$ cat config.mk
export PLATFORM = sky130hd
export DESIGN_NAME = udp_tx_framer
export DESIGN_NICKNAME = d
export VERILOG_FILES = /design/src/rtl/udp_tx_framer.sv
export SDC_FILE = /design/constraint.sdc
export NUM_CORES = 1
export LEC_CHECK = 0
export CORE_UTILIZATION = 30
export CTS_BUF_LIST = sky130_fd_sc_hd__clkbuf_8
export DETAILED_ROUTE_END_ITERATION = 16
export DONT_BUFFER_PORTS = 1
export GPL_TIMING_DRIVEN = 0
export PLACE_DENSITY = 0.46
export SYNTH_ARGS = -nofsm -noshare
export SYNTH_HDL_FRONTEND = slang
export SYNTH_SLANG_ARGS = --single-unit
export TNS_END_PERCENT = 1
$ cat constraint.sdc
create_clock -name clk -period 4.9 [get_ports clk]
set_input_delay 0.49 -clock clk [delete_from_list [all_inputs] [get_ports clk]]
set_output_delay 0.49 -clock clk [all_outputs]
set_load 0.03 [all_outputs]
$ cat src/rtl/udp_tx_framer.sv
`default_nettype none
// ============================================================================
// Module      : udp_tx_framer
// Description : Builds one Ethernet/IPv4/UDP frame per command and streams it
//               out as AXI-Stream bytes. The UDP payload is AA 55 LEN DATA CHK,
//               where CHK is the XOR of the DATA bytes. A short payload is
//               zero-padded up to LEN; an over-long payload is truncated and
//               the excess is drained up to its tlast.
//               Optional macro UDP_TX_IP_CSUM_EN fills in the IPv4 header
//               checksum; without it that field is sent as zero.
// Revision    : 1.0 - initial release
// ============================================================================
module udp_tx_framer #(
    parameter logic [47:0] SRC_MAC  = 48'h02_00_00_00_00_01,
    parameter logic [47:0] DST_MAC  = 48'hFF_FF_FF_FF_FF_FF,
    parameter logic [31:0] SRC_IP   = 32'hC0A8_0001,
    parameter logic [31:0] DST_IP   = 32'hC0A8_0002,
    parameter logic [15:0] SRC_PORT = 16'h04D2,
    parameter logic [7:0]  TTL      = 8'h40
) (
    input  logic        clk,
    input  logic        rst_n,
    input  logic        cmd_valid,
    output logic        cmd_ready,
    input  logic [7:0]  cmd_len,
    input  logic [15:0] cmd_dst_port,
    input  logic [7:0]  s_axis_tdata,
    input  logic        s_axis_tvalid,
    input  logic        s_axis_tlast,
    output logic        s_axis_tready,
    output logic [7:0]  m_axis_tdata,
    output logic        m_axis_tvalid,
    output logic        m_axis_tlast,
    input  logic        m_axis_tready,
    output logic        frame_err
);

    localparam logic [2:0] S_IDLE  = 3'd0;
    localparam logic [2:0] S_HDR   = 3'd1;
    localparam logic [2:0] S_PAY   = 3'd2;
    localparam logic [2:0] S_PAD   = 3'd3;
    localparam logic [2:0] S_CHK   = 3'd4;
    localparam logic [2:0] S_DRAIN = 3'd5;

    // Index of the LEN byte, the last byte produced by the header counter.
    localparam logic [5:0] c_LAST_HDR = 6'd44;
    localparam logic [8:0] c_HDR_MSB  = 9'd359;

    logic [2:0]   r_state;
    logic [5:0]   r_cnt;        // next header byte to emit
    logic [7:0]   r_len;
    logic [15:0]  r_dst_port;
    logic [7:0]   r_pay_cnt;    // data bytes emitted so far (payload + pad)
    logic [7:0]   r_chk;
    logic         r_drain;      // payload overran LEN; discard rest after CHK
    logic         r_chk_sent;   // CHK byte sits in the output register
    logic [7:0]   r_tdata;
    logic         r_tvalid;
    logic         r_tlast;

    logic         w_load;
    logic         w_pay_acc;
    logic [7:0]   w_pay_k;
    logic [15:0]  w_tot_len;
    logic [15:0]  w_udp_len;
    logic [15:0]  w_csum;
    logic [359:0] w_hdr;
    logic [8:0]   w_bit_idx;
    logic [7:0]   w_hdr_byte;

    // Output slice may take a new byte when empty or being drained this cycle.
    assign w_load        = !r_tvalid || m_axis_tready;
    assign cmd_ready     = (r_state == S_IDLE);
    assign s_axis_tready = ((r_state == S_PAY) && w_load) || (r_state == S_DRAIN);
    assign w_pay_acc     = (r_state == S_PAY) && s_axis_tvalid && s_axis_tready;
    assign w_pay_k       = r_pay_cnt + 8'd1;

    // Early tlast (count short of LEN) or LEN reached without tlast.
    assign frame_err = w_pay_acc &&
                       (s_axis_tlast ? (w_pay_k != r_len) : (w_pay_k == r_len));

    assign m_axis_tdata  = r_tdata;
    assign m_axis_tvalid = r_tvalid;
    assign m_axis_tlast  = r_tlast;

    assign w_tot_len = 16'd32 + {8'd0, r_len};
    assign w_udp_len = 16'd12 + {8'd0, r_len};

`ifdef UDP_TX_IP_CSUM_EN
    logic [15:0] w_cmd_tot_len;
    logic [19:0] w_sum;
    logic [16:0] w_fold1;
    logic [15:0] w_fold2;
    logic [15:0] r_csum;

    // Only total length varies per frame; every other header word is fixed.
    assign w_cmd_tot_len = 16'd32 + {8'd0, cmd_len};
    assign w_sum   = 20'h04500 + {4'd0, w_cmd_tot_len} + {4'd0, TTL, 8'h11}
                   + {4'd0, SRC_IP[31:16]} + {4'd0, SRC_IP[15:0]}
                   + {4'd0, DST_IP[31:16]} + {4'd0, DST_IP[15:0]};
    assign w_fold1 = {1'b0, w_sum[15:0]} + {13'd0, w_sum[19:16]};
    assign w_fold2 = w_fold1[15:0] + {15'd0, w_fold1[16]};

    // Capture the checksum with the command so the header never sees live inputs.
    always_ff @(posedge clk) begin
        if (!rst_n) begin
            r_csum <= 16'h0000;
        end else if (cmd_valid && cmd_ready) begin
            r_csum <= ~w_fold2;
        end
    end

    assign w_csum = r_csum;
`else
    assign w_csum = 16'h0000;
`endif

    // Bytes 0..44 of the frame, MSB = byte 0.
    assign w_hdr = {DST_MAC, SRC_MAC, 16'h0800,
                    8'h45, 8'h00, w_tot_len, 32'h0000_0000, TTL, 8'h11, w_csum,
                    SRC_IP, DST_IP,
                    SRC_PORT, r_dst_port, w_udp_len, 16'h0000,
                    8'hAA, 8'h55, r_len};
    assign w_bit_idx  = c_HDR_MSB - {r_cnt, 3'b000};
    assign w_hdr_byte = w_hdr[w_bit_idx -: 8];

    // Frame sequencer and registered output slice.
    always_ff @(posedge clk) begin
        if (!rst_n) begin
            r_state    <= S_IDLE;
            r_cnt      <= 6'd0;
            r_len      <= 8'h00;
            r_dst_port <= 16'h0000;
            r_pay_cnt  <= 8'h00;
            r_chk      <= 8'h00;
            r_drain    <= 1'b0;
            r_chk_sent <= 1'b0;
            r_tdata    <= 8'h00;
            r_tvalid   <= 1'b0;
            r_tlast    <= 1'b0;
        end else begin
            // A consumed byte leaves the slice empty unless reloaded below.
            if (r_tvalid && m_axis_tready) begin
                r_tvalid <= 1'b0;
                r_tlast  <= 1'b0;
            end
            case (r_state)
                S_IDLE: begin
                    // Slice is always empty here, so byte 0 goes out immediately.
                    if (cmd_valid) begin
                        r_len      <= cmd_len;
                        r_dst_port <= cmd_dst_port;
                        r_pay_cnt  <= 8'h00;
                        r_chk      <= 8'h00;
                        r_drain    <= 1'b0;
                        r_chk_sent <= 1'b0;
                        r_cnt      <= 6'd1;
                        r_tdata    <= DST_MAC[47:40];
                        r_tvalid   <= 1'b1;
                        r_tlast    <= 1'b0;
                        r_state    <= S_HDR;
                    end
                end
                S_HDR: begin
                    if (w_load) begin
                        r_tdata  <= w_hdr_byte;
                        r_tvalid <= 1'b1;
                        if (r_cnt == c_LAST_HDR) begin
                            r_state <= (r_len == 8'h00) ? S_CHK : S_PAY;
                        end else begin
                            r_cnt <= r_cnt + 6'd1;
                        end
                    end
                end
                S_PAY: begin
                    if (w_pay_acc) begin
                        r_tdata   <= s_axis_tdata;
                        r_tvalid  <= 1'b1;
                        r_chk     <= r_chk ^ s_axis_tdata;
                        r_pay_cnt <= w_pay_k;
                        if (s_axis_tlast) begin
                            r_state <= (w_pay_k == r_len) ? S_CHK : S_PAD;
                        end else if (w_pay_k == r_len) begin
                            r_drain <= 1'b1;
                            r_state <= S_CHK;
                        end
                    end
                end
                S_PAD: begin
                    if (w_load) begin
                        r_tdata   <= 8'h00;
                        r_tvalid  <= 1'b1;
                        r_pay_cnt <= w_pay_k;
                        if (w_pay_k == r_len) begin
                            r_state <= S_CHK;
                        end
                    end
                end
                S_CHK: begin
                    if (!r_chk_sent) begin
                        if (w_load) begin
                            r_tdata    <= r_chk;
                            r_tvalid   <= 1'b1;
                            r_tlast    <= 1'b1;
                            r_chk_sent <= 1'b1;
                        end
                    end else if (m_axis_tready) begin
                        r_state <= r_drain ? S_DRAIN : S_IDLE;
                    end
                end
                S_DRAIN: begin
                    if (s_axis_tvalid && s_axis_tlast) begin
                        r_state <= S_IDLE;
                    end
                end
                default: begin
                    r_state <= S_IDLE;
                end
            endcase
        end
    end

endmodule
`default_nettype wire

==> run summary <==
Summed over all failing endpoints, the final setup total negative slack is 0 ns. Walking the worst path, the cells encountered are buf_2 > inv_1 > ha_1 > inv_1 > ha_1 > clkbuf_1 > buf_2 > buf_1 > o21ai_0 > o311ai_0 > nor2_1 > o311ai_0 > a21oi_1. The most used flip-flop cell after synthesis is sky130_fd_sc_hd__dfxtp_1. The number of synthesized flops with an enable pin is 0. The number of clock sinks seen by CTS was 61; the post-synthesis async set-or-reset flop share was 0. The layout overhead on the synthesized area is 10.7%. Among all cell types in the netlist, the one instantiated most often is sky130_fd_sc_hd__nand2_1. The tool flagged a number of max-cap violations equal to 0.

Number of detailed-routing iterations run before antenna repair: 5. The run gives 0.295 as the sequential share of the synthesized area. Together, buffers and inverters on the worst path number 6. Across all hold checks on the routed design, the worst slack comes to 0.254 ns. The run gives 13.2 mm as the overall routed net length.

The total area inside the core boundary comes to 13,300 sq um. In this run the clock root is driven by a sky130_fd_sc_hd__clkbuf_8. The number of storage elements in the synthesis netlist works out to 61. The first-pass GRT wire length came out at 21.3 mm.

Setup repair after global routing left no endpoint under its margin. For the number of top-level design ports, the log shows 51. The startpoint identified for the worst register-to-register timing path is r_cnt[0]. The worst register-to-register path has a depth of 13. After detailed routing, the number of remaining DRC violations is 0. The number of nets in the synthesized netlist was 608. By startpoint and endpoint, the worst setup path is classified as reg -> reg. Yosys printed 0 warnings.

The starting density of the core is 0.310, and the highest cell delay on the worst timing path is 0.40 ns. The period utilization is 0.724. The flow ran to the end, and the final reports show no timing, DRC or antenna violations.

The mean cell area of the mapped netlist works out to 7.38 sq um. STA classifies the critical path endpoint as a register. The tools report the headroom to the max-slew limit as 0.390. The most critical setup path has its endpoint at m_axis_tdata[7]. For the number of cells produced by synthesis, the log shows 560. Tracing the worst setup path back leads to its startpoint at r_cnt[0]. Cell internal power was estimated by the tool at 1.36 mW. Largest net degree at the start of global routing: 12.

TritonCTS built the clock tree. Ranked by instance count, the synthesized netlist is headed by sky130_fd_sc_hd__nand2_1, sky130_fd_sc_hd__a21oi_1, sky130_fd_sc_hd__dfxtp_1. 0 antenna diodes ended up in the layout.

VDD sags by at most 265 uV. The top cell family by delay on the critical path is buffers and inverters. The highest fanout seen on the critical path is 10. Logic depth of the worst setup path including buffers: 13. The logs give 0.200 for the clock network fraction of total power and 0.193 for the global routing usage summed across all routing layers. The clock transition time at the flip-flop clock pins of the worst setup and hold paths was 0.08 ns. The number of library cell types mapped by synthesis is 75. The worst hold path begins at cmd_len[2]. The peak clock frequency supported by timing is 282 MHz, and the global route total overflow is 0. CTS built an H-tree with a depth of 3.

The net count reported at finish came out at 619. The floorplan has 42 rows. Number of instances resized during post-cts repair: 0. The post-layout minimum cycle time was 3.55 ns; the maximum number of buffers from clock root to sink was 2.

STA classifies the critical path startpoint as a register. The ratio of cells with drive above 1 in the final layout was 0.0938; the per-cell routed wire length was 17.6 microns. The floorplan step set the die height to 119 microns.

The detail route stage leaves a number of antenna-violating nets equal to 0. Data arrival time of the critical path: 3.78 ns. The sequential share of power is 0.294. Detailed placement ended at an HPWL of 9.71 mm.

The count of input and output buffers works out to 0. For the combinational group share of total power, the log shows 0.506. In the routed layout, each cell is associated on average with a via count of 5.41. By area the synthesized netlist is led by sky130_fd_sc_hd__dfxtp_1, sky130_fd_sc_hd__nand2_1, sky130_fd_sc_hd__a21oi_1.

Dividing total power by cell area gives a power density of 567 nW/um^2. Summed over all nets, the switching power comes to 1.24 mW. The fraction of power spent switching nets is 0.477, and the transition at the pin with the smallest max-transition slack is 0.908 ns. The initial antenna violation count is 0. In this run the critical register-to-register path is captured at m_axis_tdata[7]. The horizontal extent of the die was 119 microns; the count of vias placed by the detailed router was 4,068.

The detailed router finished its first iteration with 409 violations. The run gives 0 as the final-report max-slew violation count. At the later pin of the worst-skew pair, clock insertion delay measures 0.37 ns. In this run the static leakage power is 1.74 nW. The cell area after synthesis was 4130 sq um.

For the final count of negative-setup-slack endpoints, the log shows 0. The number of global-route vias before repair was 3,904. For the worst setup path, the data required time is 5.13 ns. In this run the register-to-register setup slack is 1.35 ns. The number of hold buffers added after CTS was 0. Clock skew on the completed layout was measured at 0.00844 ns. For the final RePlAce weighted congestion, the log shows 0.892. In this run, CTS created clock tree buffers numbering 9. The tightest min-delay check is of the in -> reg type. The number of setup buffers added after CTS is 0. The area fraction of the dominant cell type after synthesis came out at 0.295. The run gives 0 as the hold violation count in the final report. The cell type contributing the most total cell area after synthesis was sky130_fd_sc_hd__dfxtp_1.

The largest individual stage delay along the critical path comes from the cell sky130_fd_sc_hd__o311ai_0. Total die area: 14,300 sq um.
routing by layer:
metal  share of wire  global-route usage
met1            0.49               0.265
met2            0.43               0.291
met3           0.065              0.0460
met4           0.016              0.0727
met5               0                   0
sequential cells by signal, summed over array words and instances, names as in the netlist, 3 cells and up:
name and flops:
r_chk 8, r_len 8, m_axis_tdata 8, r_cnt 6
r_state 3, r_pay_cnt 8, r_dst_port 16
power groups by stage:
stage	combinational (mW)	clock (mW)	sequential [mW]
after floorplan	0.970	0	0.741
after global placement	1.29	0	0.774
after detailed placement	1.29	0	0.777
after CTS	1.30	0.536	0.765
after global routing	1.45	0.555	0.780
final	1.31	0.519	0.763
stage by stage:
step	worst slack [ns]	area, sq um	utilization	std cells	power, mW
6_report	1.35	4580	0.343	752	2.60
5_1_grt	1.19	4580	0.343	752	2.79
3_5_place_dp	1.48	4350	0.326	736	2.07
4_1_cts	1.46	4580	0.343	752	2.60
3_3_place_gp	1.46	4350	0.326	736	2.06
2_1_floorplan	2.37	4130	-	560	1.71
how the worst min path moves through the flow:
stage / end / slack [ns] / depth (start not counted)
after global routing: r_dst_port[12] / 0.25 / 2
after detailed placement: r_dst_port[11] / 0.45 / 2
final: r_len[2] / 0.25 / 2
after floorplan: r_dst_port[4] / 0.43 / 2
after global placement: r_dst_port[5] / 0.45 / 2
after CTS: r_dst_port[10] / 0.23 / 2
cells by family (layout without fill, tap and decap cells):
kind of cell,Yosys count,count (layout),share of synthesized area
DFF,61,61,0.295
AOI/OAI and AO/OA,176,176,0.272
adders and majority gates,10,10,0.0303
and+or+nand+nor,206,206,0.237
muxes,8,8,0.0197
xor gates and xnor gates,30,30,0.0654
buffers and inverters,69,85,0.0805
cells in the final DEF (no fill, tap or decap), types with 10 or more instances in the layout:
cell / Yosys / routed
sky130_fd_sc_hd__nand2_1: 89 / 89
sky130_fd_sc_hd__a21oi_1: 64 / 64
sky130_fd_sc_hd__dfxtp_1: 61 / 61
sky130_fd_sc_hd__nor2_1: 40 / 40
sky130_fd_sc_hd__o21ai_0: 33 / 33
sky130_fd_sc_hd__xor2_1: 23 / 23
sky130_fd_sc_hd__inv_1: 22 / 22
sky130_fd_sc_hd__clkbuf_1: 22 / 22
sky130_fd_sc_hd__nand3_1: 16 / 16
sky130_fd_sc_hd__buf_2: 12 / 12
sky130_fd_sc_hd__clkbuf_8: 2 / 12
sky130_fd_sc_hd__a31oi_1: 11 / 11
sky130_fd_sc_hd__o22ai_1: 10 / 10
sky130_fd_sc_hd__ha_1: 10 / 10
final cells by class:
cell class	instances	area [sq um]
clock inverter	6	86.3
buffer	47	250
multi-input combinational	430	2580
clock buffer	10	138
tap	176	220
fill	1486	8770
inverter	22	82.6
sequential	61	1220
No activity file was read; power rests on OpenSTA's default activity.
